--- src/rtl/instruction_fetch_stage.sv ---
// Instruction fetch stage: owns the PC, issues one outstanding request at a time to a
// variable-latency instruction memory and drives the IF/ID pipeline register.
module instruction_fetch_stage #(
  parameter logic [31:0] RESET_PC  = 32'h0000_0000,
  parameter logic [31:0] NOP_INSTR = 32'h0000_0013
) (
  input  logic        clk,
  input  logic        rst,
  input  logic        Stall,
  input  logic        IF_ID_flush,
  input  logic        redirect_valid,
  input  logic [31:0] redirect_pc,
  output logic        imem_req,
  output logic [31:0] imem_addr,
  input  logic        imem_rvalid,
  input  logic [31:0] imem_rdata,
  output logic        IF_ID_valid,
  output logic [31:0] IF_ID_pc,
  output logic [31:0] IF_ID_pc4,
  output logic [31:0] IF_ID_instr
);

  localparam int unsigned XLEN = 32;

  typedef enum logic [1:0] {
    S_REQ  = 2'd0,
    S_WAIT = 2'd1,
    S_HOLD = 2'd2,
    S_DROP = 2'd3
  } state_e;

  state_e            state_q;
  logic [XLEN-1:0]   pc_q;
  logic [XLEN-1:0]   hold_q;

  logic              deliver_c;
  logic              load_c;
  logic [XLEN-1:0]   fetch_data_c;
  logic [XLEN-1:0]   pc_plus4_c;
  logic [XLEN-1:0]   redirect_tgt_c;

  // Request strobe is combinational so a same-cycle redirect suppresses the stale fetch.
  assign imem_req       = (state_q == S_REQ) && !redirect_valid && !rst;
  assign imem_addr      = pc_q;
  assign deliver_c      = !Stall && !IF_ID_flush && !redirect_valid;
  assign load_c         = deliver_c && (((state_q == S_WAIT) && imem_rvalid) || (state_q == S_HOLD));
  assign fetch_data_c   = (state_q == S_HOLD) ? hold_q : imem_rdata;
  assign pc_plus4_c     = pc_q + XLEN'(4);
  assign redirect_tgt_c = redirect_pc & ~XLEN'(3);

  always_ff @(posedge clk) begin
    if (rst) begin
      state_q     <= S_REQ;
      pc_q        <= RESET_PC;
      hold_q      <= '0;
      IF_ID_valid <= 1'b0;
      IF_ID_pc    <= '0;
      IF_ID_pc4   <= '0;
      IF_ID_instr <= NOP_INSTR;
    end else begin
      unique case (state_q)
        S_REQ: begin
          if (redirect_valid) pc_q <= redirect_tgt_c;
          else                state_q <= S_WAIT;
        end
        S_WAIT: begin
          if (imem_rvalid) begin
            if (redirect_valid) begin
              pc_q    <= redirect_tgt_c;
              state_q <= S_REQ;
            end else if (deliver_c) begin
              pc_q    <= pc_plus4_c;
              state_q <= S_REQ;
            end else begin
              hold_q  <= imem_rdata;
              state_q <= S_HOLD;
            end
          end else if (redirect_valid) begin
            pc_q    <= redirect_tgt_c;
            state_q <= S_DROP;
          end
        end
        S_HOLD: begin
          if (redirect_valid) begin
            pc_q    <= redirect_tgt_c;
            state_q <= S_REQ;
          end else if (deliver_c) begin
            pc_q    <= pc_plus4_c;
            state_q <= S_REQ;
          end
        end
        S_DROP: begin
          // Wrong-path response is swallowed; a newer redirect still updates the PC.
          if (redirect_valid) pc_q <= redirect_tgt_c;
          if (imem_rvalid)    state_q <= S_REQ;
        end
        default: state_q <= S_REQ;
      endcase

      if (IF_ID_flush || redirect_valid) begin
        IF_ID_valid <= 1'b0;
        IF_ID_instr <= NOP_INSTR;
      end else if (!Stall) begin
        if (load_c) begin
          IF_ID_valid <= 1'b1;
          IF_ID_pc    <= pc_q;
          IF_ID_pc4   <= pc_plus4_c;
          IF_ID_instr <= fetch_data_c;
        end else begin
          IF_ID_valid <= 1'b0;
          IF_ID_instr <= NOP_INSTR;
        end
      end
    end
  end

endmodule
--- config.mk ---
export PLATFORM = sky130hd
export DESIGN_NAME = instruction_fetch_stage
export DESIGN_NICKNAME = d
export VERILOG_FILES = /design/src/rtl/instruction_fetch_stage.sv
export SDC_FILE = /design/constraint.sdc
export NUM_CORES = 1
export LEC_CHECK = 0
export CORE_MARGIN = 2
export CORE_UTILIZATION = 44
export CTS_CLUSTER_DIAMETER = 80
export DETAILED_ROUTE_END_ITERATION = 7
export GPL_TIMING_DRIVEN = 1
export PLACE_DENSITY_LB_ADDON = 0.2
export SLEW_MARGIN = 20
export SYNTH_ARGS = -nofsm -noshare
export SYNTH_HDL_FRONTEND = slang
export SYNTH_SLANG_ARGS = --single-unit
--- constraint.sdc ---
create_clock -name clk -period 3.58 [get_ports clk]
set_input_delay 1.074 -clock clk [delete_from_list [all_inputs] [get_ports clk]]
set_output_delay 1.074 -clock clk [all_outputs]
set_load 0.005 [all_outputs]
Word-level counts from Yosys, hierarchy flattened --
Cells that the tools add are included.
Storage, ports and cells: word-level logic and storage cells 54, output and inout port bits 130, bits of input ports 70, register bits 163
Operators by class: bitwise logic cells 4, equal/unequal tests 7, muxes and demuxes 17, reductions and logical operators 18, add/sub/neg operators 1
Operators by type and width (number):
- $mux W32 | 6
- $pmux W32 S3 | 1
- $add A32 B3 Y32 const B | 1
- $mux W2 | 8
- $pmux W2 S4 | 1
- $reduce_and A4 Y1 | 2
- $logic_and A1 B1 Y1 | 6
- $ne A3 B3 Y1 const B | 2
- $eq A2 B2 Y1 const B | 2
- $logic_not A1 Y1 | 4
- $ne A2 B2 Y1 const B | 2
- $not A1 Y1 | 4
- $reduce_or A2 Y1 | 2
- $reduce_and A3 Y1 | 1
- $eq A2 B1 Y1 const B | 1
- $logic_not A2 Y1 | 1
- $logic_or A1 B1 Y1 | 2
- $mux W1 | 1

Depth between registers and ports, before layout --
Gate-level depths: netlist of the first run.
depth in word-level cells 7, gate-level depth with buffers 10, depth with buffers taken out 7

Least setup slack after synthesis of the first run --
No wires, ideal clock.
kind in2out, start point in redirect_valid, end point out imem_req, required time 2506 ps, stages on the path 4, buffers on the path 2, arrival time 1793 ps, path slack 713 ps, cell sequence buf_2 clkbuf_1 nor2_1 and2_1
On the way: word-level cells in the longest chain between the ends 3
Ends and longest elaborated chain:
- from (decl) | line 11 | input logic redirect_valid,
- $logic_not A1 Y1 | line 43 | assign imem_req = (state_q == S_REQ) && !redirect_valid && !rst;
- $logic_and A1 B1 Y1 (2 in series) | line 43
- to (decl) | line 13 | output logic imem_req,
Every way passes these cells.

Worst setup path in the final report of the first run --
Same ends and word-level chain as after synthesis.

==> run_results.csv, run 1 <==
group,metric,value,unit
route,routedWlPerCell,17.33,um
setup_path,critPathTopFamily,"buffers and inverters",
die,die_x,132.3,um
clocking,ctsHoldBuffers,0,
route,wl_met1,9.630,mm
clocking,post_cts_buffers,0,
final_layout,fill_cells,1472,
die,initial_core_util,45.28,%
final_layout,fin_nets,1122,
yosys,synth.avg_cell_area,8.177,um^2
setup_path,worst_path_max_delay_cell,"clkdlybuf4s50_1",
setup_path,crit_type,"input pin to primary output",
setup_path,crit_buf_inv,2,
placement,hpwl,15.03,mm
clocking,cts_root_buffer,"clkbuf_16",
final_layout,mostFrequentLayoutCell,"clkdlybuf4s50_1",
yosys,ys.flop_type,"dfxtp_1",
setup_path,cp-start-kind,"input pin",
placement,dp_slack,0.1882,ns
job,maxCapViolations,0,
yosys,synthArstFlopShare,0,%
global_routing,grt_pass1_vias,6388,
power,ir_worst_vdd,0.0003698,V
yosys,synth-seq-cells,161,
global_routing,antenna_found_initial,0,
route,num_vias,6922,
route,drcViolationCount,0,
clocking,numCtsBuffers,17,
timing,max_freq,0.2953,GHz
route,viasPerCell,5.438,
placement,io_buffers,197,
power,leakage,3.292,nW
die,core_area,16000,um^2
yosys,netlist_area,7244,um^2
power,p_total,4.229,mW
timing,setup-tns-final,0,ns
timing,relSlewSlack,55.89,%
die,die_area,17510,um^2
global_routing,grt_pass1_wl,34.69,mm
timing,fin_ws,0.1941,ns
yosys,synth_edf_count,0,
clocking,htreeDepth,4,
final_layout,antennaDiodeCount,0,
placement,placed_cells,1243,
timing,drv_slew,0,
clocking,clkTransAtPathRegs,0.06,ns
timing,hold_viol_final,0,
yosys,synth_nets,962,
route,drtPass1Iterations,5,
setup_path,crit_path_end_kind,"primary output",
clocking,clock_latency,0.42,ns
timing,tightest_slew,0.6567,ns
timing,period_minus_slack,3.386,ns
setup_path,cp_cell_sequence,"clkdlybuf4s50_1, nor2_1, and2_1, clkdlybuf4s50_1",
yosys,synth_top_area_cell,"dfxtp_1",
route,wl_met2,10.02,mm
route,antenna_left,0,
yosys,synth_top_area_share,44.49,%
final_layout,final_area,9899,um^2
timing,finalCritPeriodShare,94.58,%
die,die_height,132.3,um
placement,place_congestion,0.8859,
placement,dpl_cell_area,9339,um^2
setup_path,max_stage_delay,0.51,ns
clocking,cts_tree,"done",
setup_path,critPathMostFrequentCell,"clkdlybuf4s50_1",
timing,rsz0062_at_grt,"no",
timing,skew,0.01008,ns
route,routed.top_layer,"met4",
timing,finalSetupViolations,0,
route,initialDrtViolationCount,464,
setup_path,arrival,2.31,ns
setup_path,critical_path.max_fanout,2,
final_layout,synthToLayoutAreaGrowth,36.65,%
yosys,ys_seq_area_share,44.49,%
setup_path,cp.required,2.51,ns
global_routing,gr-total-overflow,0,
global_routing,grt_usage,24.75,%
die,rows,46,
clocking,clk_path_buf_depth,2,
yosys,yosysWarnings,0,
worst_hold_path,min_path_type,"register to register",
final_layout,mostFrequentLayoutCells,"clkdlybuf4s50_1, dfxtp_1, nand2_1",
yosys,ys_top_cells_by_area,"dfxtp_1, a21oi_1, nand2_1",
die,io-pin-count,200,
route,wl_met3,1.846,mm
global_routing,grt_max_degree,72,
route,wirelength,22.06,mm
power,power_density,427.2,nW/um^2
run_status,outcome,"complete, no violations",
final_layout,fin_cells,1273,
clocking,numClockSinks,161,
final_layout,drive_gt1_share,7.285,%
yosys,yosysUniqueCellTypes,65,
clocking,cts_resized,0,
yosys,syn_inst,886,
## registers in the layout, indices dropped and copies added (netlist names)
signal,flops
IF_ID_instr,32
IF_ID_pc,32
IF_ID_pc4,30
IF_ID_valid,1
hold_q,32
imem_addr,32
state_q,2
## cell usage after synthesis (2+ instances only)
cell / instances
a211oi_1: 15
a21oi_1: 130
a21oi_2: 2
a22o_1: 2
a22oi_1: 9
a311oi_1: 3
a31o_1: 2
a31oi_1: 6
a32o_1: 2
a32oi_1: 4
and2_1: 5
and3_1: 10
and4_1: 3
buf_2: 27
buf_4: 6
clkbuf_1: 38
clkbuf_2: 2
dfxtp_1: 161
ha_1: 6
inv_1: 11
mux2_2: 5
mux2i_1: 31
mux2i_2: 2
nand2_1: 156
nand3_1: 12
nand3_2: 2
nand4_1: 8
nand4_2: 2
nor2_1: 93
nor3_1: 12
nor4_4: 3
o21ai_0: 35
o22ai_1: 15
o32ai_1: 2
or2_1: 2
or3_1: 4
xnor2_1: 18
xor2_1: 13
## cell type report
class	count	area [um^2]	share of cell area, %
clock buffers	20	446.7	4.512
clock inverters	10	113.9	1.150
inverters	12	45.04	0.4550
multi-input cells	638	3638	36.75
flip-flops and latches	161	3223	32.56
well taps	216	270.3	2.730
repair buffers	216	2162	21.84
## per-layer routing
layer	global-route usage [%]	vias to the layer above
met4	8.781	0
met3	7.074	37
li1	-	3392
met2	38.80	282
met1	32.65	3211
met5	0	-
## cell families (layout without fill, tap and decap cells)
group,count (synthesis),after routing,synth area share [%]
simple gates,324,324,20.67
compound gates,239,239,19.19
flops,161,161,44.49
buf+inv,87,258,5.423
mux,38,38,5.440
xor+xnor,31,31,3.748
fa+ha+maj,6,6,1.036
## worst min-delay path: cells and delay by family (launching register included)
| kind | cells | cell delay, ns |
|---|---|---|
| compound gates | 1 | 0.05 |
| simple gates | 1 | 0.05 |
| flops | 1 | 0.30 |
## path summary, 6_finish.rpt
check,slack [ns],to,from,depth (start not counted)
worst min register to register,0.45,IF_ID_pc[5]$_SDFFE_PP0P_,IF_ID_pc[5]$_SDFFE_PP0P_,2
worst min-delay path,0.45,IF_ID_pc[5]$_SDFFE_PP0P_,IF_ID_pc[5]$_SDFFE_PP0P_,2
worst max register to register,1.14,imem_addr[22]$_SDFF_PP0_,state_q[1]$_SDFFE_PP0P_,7
worst max-delay path,0.19,imem_req,redirect_valid,4
## where the power goes
part	internal [mW]	switching, mW	total, mW
registers	1.85	0.0847	1.93
logic	0.264	0.287	0.551
clock network	1.03	0.715	1.75
## stage by stage
step,util (%),hold slack [ns]
after global routing,61.87,0.4720
after floorplan,-,0.4329
after global placement,58.37,0.4381
final,61.87,0.4505
after detailed placement,58.37,0.4458
after CTS,61.87,0.4540
Power figures use the tool's default switching activity.
==> run 2, diff against run 1 <==
--- a/config.mk
+++ b/config.mk
@@ -5,8 +5,11 @@
 export SDC_FILE = /design/constraint.sdc
 export NUM_CORES = 1
 export LEC_CHECK = 0
+export CAP_MARGIN = 10
+export CELL_PAD_IN_SITES_DETAIL_PLACEMENT = 1
+export CELL_PAD_IN_SITES_GLOBAL_PLACEMENT = 1
 export CORE_MARGIN = 2
-export CORE_UTILIZATION = 44
+export CORE_UTILIZATION = 38
 export CTS_CLUSTER_DIAMETER = 80
 export DETAILED_ROUTE_END_ITERATION = 7
 export GPL_TIMING_DRIVEN = 1
==> run_results.csv, run 2 (synthesis results as in run 1) <==
group,metric,value,unit
run_status,outcome,"complete, no violations",
timing,max_freq,0.2958,GHz
final_layout,mostFrequentLayoutCells,"clkdlybuf4s50_1, dfxtp_1, nand2_1",
route,num_vias,7011,
final_layout,mostFrequentLayoutCell,"clkdlybuf4s50_1",
setup_path,critPathMostFrequentCell,"clkdlybuf4s50_1",
power,leakage,3.325,nW
placement,io_buffers,197,
die,die_height,142.1,um
global_routing,grt_use_met1,32.62,%
final_layout,antennaDiodeCount,0,
final_layout,final_area,9968,um^2
route,drcViolationCount,0,
route,antenna_left,0,
global_routing,grt_max_degree,104,
die,initial_core_util,38.73,%
clocking,post_cts_buffers,0,
timing,hold_viol_final,0,
setup_path,reg2reg_depth,7,
timing,finalSetupViolations,0,
global_routing,grtUsageMet2,40.33,%
setup_path,worst_r2r_endpoint,"imem_addr[22]$_SDFF_PP0_",
placement,dpl_cell_area,9384,um^2
final_layout,synthToLayoutAreaGrowth,37.60,%
global_routing,grt_pass1_vias,6979,
setup_path,crit_end,"imem_req",
power,p_total,4.331,mW
clocking,htreeDepth,4,
setup_path,arrival,2.31,ns
setup_path,crit_type,"input pin to primary output",
die,io-pin-count,200,
timing,relSlewSlack,51.99,%
placement,place_congestion,0.8198,
power,power_density,434.4,nW/um^2
setup_path,max_stage_delay,0.52,ns
timing,rsz0062_at_grt,"no",
clocking,cts_root_buffer,"clkbuf_16",
clocking,clkTransAtPathRegs,0.07,ns
timing,period_minus_slack,3.380,ns
final_layout,drive_gt1_share,7.910,%
route,routedWlPerCell,19.18,um
clocking,numClockSinks,161,
setup_path,crit_path_end_kind,"primary output",
job,maxCapViolations,0,
route,drtPass1Iterations,5,
die,die_x,142.1,um
global_routing,grt_usage,24.79,%
die,rows,50,
placement,hpwl,17.12,mm
clocking,cts_resized,0,
timing,setup-tns-final,0,ns
die,die_area,20190,um^2
setup_path,cp-start-kind,"input pin",
timing,tightest_slew,0.7147,ns
die,core_area,18710,um^2
clocking,ctsHoldBuffers,0,
route,wirelength,24.85,mm
global_routing,grt_pass1_wl,39.16,mm
global_routing,antenna_found_initial,0,
clocking,numCtsBuffers,17,
route,viasPerCell,5.410,
timing,drv_slew,0,
worst_hold_path,min_path_type,"register to register",
setup_path,worstSetupStartpoint,"redirect_valid",
final_layout,fill_cells,2213,
setup_path,critical_path.max_fanout,2,
clocking,clk_path_buf_depth,2,
clocking,cts_tree,"done",
global_routing,grt_util_met3,5.720,%
setup_path,r2r_slack,1.11,ns
setup_path,worst_r2r_startpoint,"state_q[1]$_SDFFE_PP0P_",
clocking,clock_latency,0.44,ns
power,ir_worst_vdd,0.0003483,V
timing,skew,0.01091,ns
setup_path,cp_cell_sequence,"clkdlybuf4s50_1, nor2_1, and2_1, clkdlybuf4s50_1",
final_layout,fin_nets,1125,
route,initialDrtViolationCount,448,
timing,finalCritPeriodShare,94.43,%
global_routing,top_usage_layer,"met2",
final_layout,register_area,3223,um^2
final_layout,multi_input_area,3638,um^2
setup_path,cp.required,2.51,ns
global_routing,gr-total-overflow,0,
setup_path,worst_path_max_delay_cell,"clkdlybuf4s50_1",
run 2: cell types whose count changed in the layout (fill, tap and decap cells not counted), sizes merged:
cell      previous run  this run
bufinv               2         1
inv                 11        20
clkbuf              20        18
buf                 20        23
clkinvlp             4         2
clkinv               5         3
run 2: layer usage:
layer / vias to the layer above / share of wire [%]
met2: 198 / 47
met4: 0 / 2.2
li1: 3401 / -
met1: 3379 / 45
met3: 33 / 6.0
met5: - / 0
run 2: report_power, final:
group,total [mW],internal [mW],switching [mW]
clock network,1.83,1.00,0.825
logic,0.569,0.271,0.299
registers,1.93,1.84,0.0889
run 2: critical path, delay by kind of cell:
family                 cells  cell delay, ns
buffers and inverters      2            0.95
AND/OR/NAND/NOR            2            0.28
run 2: how the worst min path moves through the flow:
stage	from	to	slack (ns)	depth (start not counted)
final	IF_ID_pc[30]$_SDFFE_PP0P_	IF_ID_pc[30]$_SDFFE_PP0P_	0.46	2
after global routing	IF_ID_pc[5]$_SDFFE_PP0P_	IF_ID_pc[5]$_SDFFE_PP0P_	0.48	2
after CTS	IF_ID_pc[4]$_SDFFE_PP0P_	IF_ID_pc[4]$_SDFFE_PP0P_	0.46	2
after detailed placement	IF_ID_pc[4]$_SDFFE_PP0P_	IF_ID_pc[4]$_SDFFE_PP0P_	0.45	2
after global placement	hold_q[1]$_SDFFE_PP0P_	hold_q[1]$_SDFFE_PP0P_	0.44	2
after floorplan	hold_q[0]$_SDFFE_PP0P_	hold_q[0]$_SDFFE_PP0P_	0.43	2
run 2: per-stage QoR:
| stage | hold WS [ns] | cells | setup WS (ns) | utilization [%] |
|---|---|---|---|---|
| after floorplan | 0.4329 | 886 | 0.7134 | - |
| after global placement | 0.4388 | 1264 | 0.1930 | 50.17 |
| after detailed placement | 0.4482 | 1264 | 0.1977 | 50.17 |
| after CTS | 0.4572 | 1296 | 0.1952 | 53.29 |
| after global routing | 0.4755 | 1296 | 0.1181 | 53.29 |
| final | 0.4555 | 1296 | 0.1996 | 53.29 |
run 2: final cells by class:
cell class / count / share of cell area (%)
clock buffers: 18 / 4.406
well taps: 234 / 2.937
multi-input cells: 638 / 36.50
flip-flops and latches: 161 / 32.33
repair buffers: 219 / 21.92
inverters: 12 / 0.4519
clock inverters: 14 / 1.456
==> run 3, diff against run 2 <==
--- a/config.mk
+++ b/config.mk
@@ -5,11 +5,12 @@
 export SDC_FILE = /design/constraint.sdc
 export NUM_CORES = 1
 export LEC_CHECK = 0
+export ABC_AREA = 1
 export CAP_MARGIN = 10
 export CELL_PAD_IN_SITES_DETAIL_PLACEMENT = 1
 export CELL_PAD_IN_SITES_GLOBAL_PLACEMENT = 1
 export CORE_MARGIN = 2
-export CORE_UTILIZATION = 38
+export CORE_UTILIZATION = 36
 export CTS_CLUSTER_DIAMETER = 80
 export DETAILED_ROUTE_END_ITERATION = 7
 export GPL_TIMING_DRIVEN = 1
==> run_results.csv, run 3 <==
group,metric,value,unit
timing,relSlewSlack,30.39,%
setup_path,cp.required,2.51,ns
final_layout,multi_input_area,3796,um^2
final_layout,final_area,10370,um^2
timing,hold_viol_final,0,
final_layout,fill_cells,2741,
route,wirelength,27.24,mm
setup_path,cp.depth,5,
final_layout,synthToLayoutAreaGrowth,35.82,%
setup_path,critical_path.max_fanout,3,
clocking,numCtsBuffers,17,
placement,place_congestion,0.8743,
die,io-pin-count,200,
global_routing,grt_pass1_wl,42.60,mm
setup_path,max_stage_delay,0.52,ns
clocking,htreeDepth,4,
setup_path,critPathTopFamily,"buffers and inverters",
run_status,outcome,"complete, no violations",
setup_path,reg2reg_depth,10,
placement,io_buffers,197,
job,maxCapViolations,0,
clocking,numClockSinks,161,
die,die_height,149.6,um
final_layout,register_area,3223,um^2
final_layout,fin_nets,1400,
yosys,ys_top_cells_by_area,"dfxtp_1, nand2_1, o21ai_0",
setup_path,cp-start-kind,"input pin",
yosys,netlist_area,7632,um^2
yosys,synth-seq-cells,161,
die,die_x,149.6,um
global_routing,grt_pass1_vias,7989,
global_routing,antenna_found_initial,0,
yosys,ys_seq_area_share,42.23,%
setup_path,arrival,2.13,ns
die,die_area,22380,um^2
timing,drv_slew,0,
route,viasPerCell,4.988,
setup_path,critPathMostFrequentCell,"nor2_1",
timing,tightest_slew,1.043,ns
setup_path,crit_buf_inv,3,
route,num_vias,8036,
yosys,syn_inst,1161,
yosys,synth_nets,1237,
yosys,synth_top_area_cell,"dfxtp_1",
timing,finalSetupViolations,0,
clocking,cts_root_buffer,"clkbuf_16",
yosys,synth_top_area_share,42.23,%
yosys,yosysWarnings,0,
setup_path,crit_path_end_kind,"primary output",
clocking,clock_latency,0.43,ns
timing,finalCritPeriodShare,89.36,%
yosys,synth_most_common_cell,"nand2_1",
power,leakage,4.199,nW
global_routing,grt_max_degree,86,
clocking,cts_resized,0,
die,rows,53,
final_layout,mostFrequentLayoutCells,"nand2_1, clkdlybuf4s50_1, dfxtp_1",
setup_path,cp_cell_sequence,"buf_2, nor2_1, inv_1, nor2_1, clkdlybuf4s50_1",
timing,rsz0062_at_grt,"no",
die,core_area,20890,um^2
power,swShare,35.50,%
yosys,synth_common_cells,"nand2_1, dfxtp_1, nor2_1, o21ai_0, a21oi_1",
yosys,ys.flop_type,"dfxtp_1",
yosys,yosysUniqueCellTypes,29,
timing,setup-tns-final,0,ns
power,power.switching,2.018,mW
final_layout,drive_gt1_share,4.940,%
power,clockPowerShare,33.0,%
worst_hold_path,hold_depth,2,
clocking,clk_path_buf_depth,2,
placement,dpl_cell_area,9767,um^2
route,antenna_left,0,
power,seqPwrFrac,38.1,%
route,routedWlPerCell,16.91,um
route,initialDrtViolationCount,430,
setup_path,crit_type,"input pin to primary output",
power,power_density,548.4,nW/um^2
clocking,post_cts_buffers,0,
clocking,ctsHoldBuffers,0,
power,ir_worst_vdd,0.0003203,V
final_layout,mostFrequentLayoutCell,"nand2_1",
final_layout,antennaDiodeCount,0,
power,pwr-share-comb,28.8,%
clocking,cts_tree,"done",
global_routing,gr-total-overflow,0,
timing,skew,0.01036,ns
placement,hpwl,19.24,mm
route,drcViolationCount,0,
route,drtPass1Iterations,4,
worst_hold_path,min_path_type,"register to register",
yosys,synth_edf_count,0,
timing,max_freq,0.3126,GHz
timing,period_minus_slack,3.199,ns
global_routing,grt_usage,24.62,%
setup_path,worst_path_max_delay_cell,"clkdlybuf4s50_1",
yosys,synth.avg_cell_area,6.574,um^2
power,p_int,3.666,mW
die,initial_core_util,36.54,%
yosys,synthArstFlopShare,0,%
clocking,clkTransAtPathRegs,0.06,ns
## run 3: cell types whose count changed after synthesis, sizes merged, moves of 15 or more
cell and change:
a21oi -30, inv +66, mux2i -33, nand2 +242, nor2 +59, o21ai +87, o22ai -15, xnor2 -17
## run 3: path summary, 6_finish.rpt
| check | start | endpoint | slack, ns |
|---|---|---|---|
| min | IF_ID_pc4[5]$_SDFFE_PP0P_ | IF_ID_pc4[5]$_SDFFE_PP0P_ | 0.46 |
| min reg2reg | IF_ID_pc4[5]$_SDFFE_PP0P_ | IF_ID_pc4[5]$_SDFFE_PP0P_ | 0.46 |
| max | redirect_valid | imem_req | 0.38 |
| max reg2reg | state_q[0]$_SDFFE_PP0P_ | imem_addr[28]$_SDFF_PP0_ | 1.16 |
## run 3: worst min-delay path, delay by kind of cell, from the launching register on
kind             cells  cell delay [ns]
flip-flops           1             0.31
AND/OR/NAND/NOR      1             0.06
AO/OA/AOI/OAI        1             0.05
## run 3: routing by layer
| layer | share of wire [%] | global-route usage (%) | wire length [um] | up-vias |
|---|---|---|---|---|
| met4 | 2.2 | 7.429 | 603 | 0 |
| li1 | - | - | - | 3996 |
| met3 | 5.1 | 5.091 | 1380 | 37 |
| met2 | 46 | 39.56 | 12520 | 214 |
| met1 | 47 | 33.28 | 12730 | 3789 |
| met5 | 0 | 0 | 0 | - |
## run 3: power by group through the flow
| stage | Clock [mW] | Sequential, mW | Combinational, mW |
|---|---|---|---|
| floorplan | 0 | 2.15 | 0.907 |
| global placement | 0 | 2.20 | 1.60 |
| detailed placement | 0 | 2.20 | 1.64 |
| CTS | 1.91 | 2.17 | 1.65 |
| global route | 2.00 | 2.19 | 1.83 |
| finish | 1.88 | 2.17 | 1.64 |
## run 3: per-stage QoR
step | utilization [%] | hold WS, ns | power, mW | worst slack (ns) | instances
finish | 49.63 | 0.4617 | 5.684 | 0.3810 | 1611
CTS | 49.63 | 0.4650 | 5.726 | 0.4047 | 1611
global placement | 46.76 | 0.4480 | 3.803 | 0.3952 | 1580
detailed placement | 46.76 | 0.4561 | 3.841 | 0.3372 | 1580
global route | 49.63 | 0.4849 | 6.031 | 0.3194 | 1611
floorplan | - | 0.4360 | 3.062 | 0.9526 | 1161
## run 3: logic make-up (layout without fill, tap and decap cells)
family / Yosys count / count (layout) / synth area share [%]
xor+xnor: 17 / 17 / 1.951
buf+inv: 147 / 322 / 8.082
compound gates: 244 / 244 / 16.67
flops: 161 / 161 / 42.23
fa+ha+maj: 6 / 6 / 0.9836
simple gates: 586 / 586 / 30.08
## run 3: final cells by class
class                   count  share of cell area [%]
inverters                  77                   2.788
flip-flops and latches    161                   31.09
clock inverters            14                   1.678
well taps                 275                   3.319
multi-input cells         853                   36.62
repair buffers            214                   20.40
clock buffers              17                   4.104
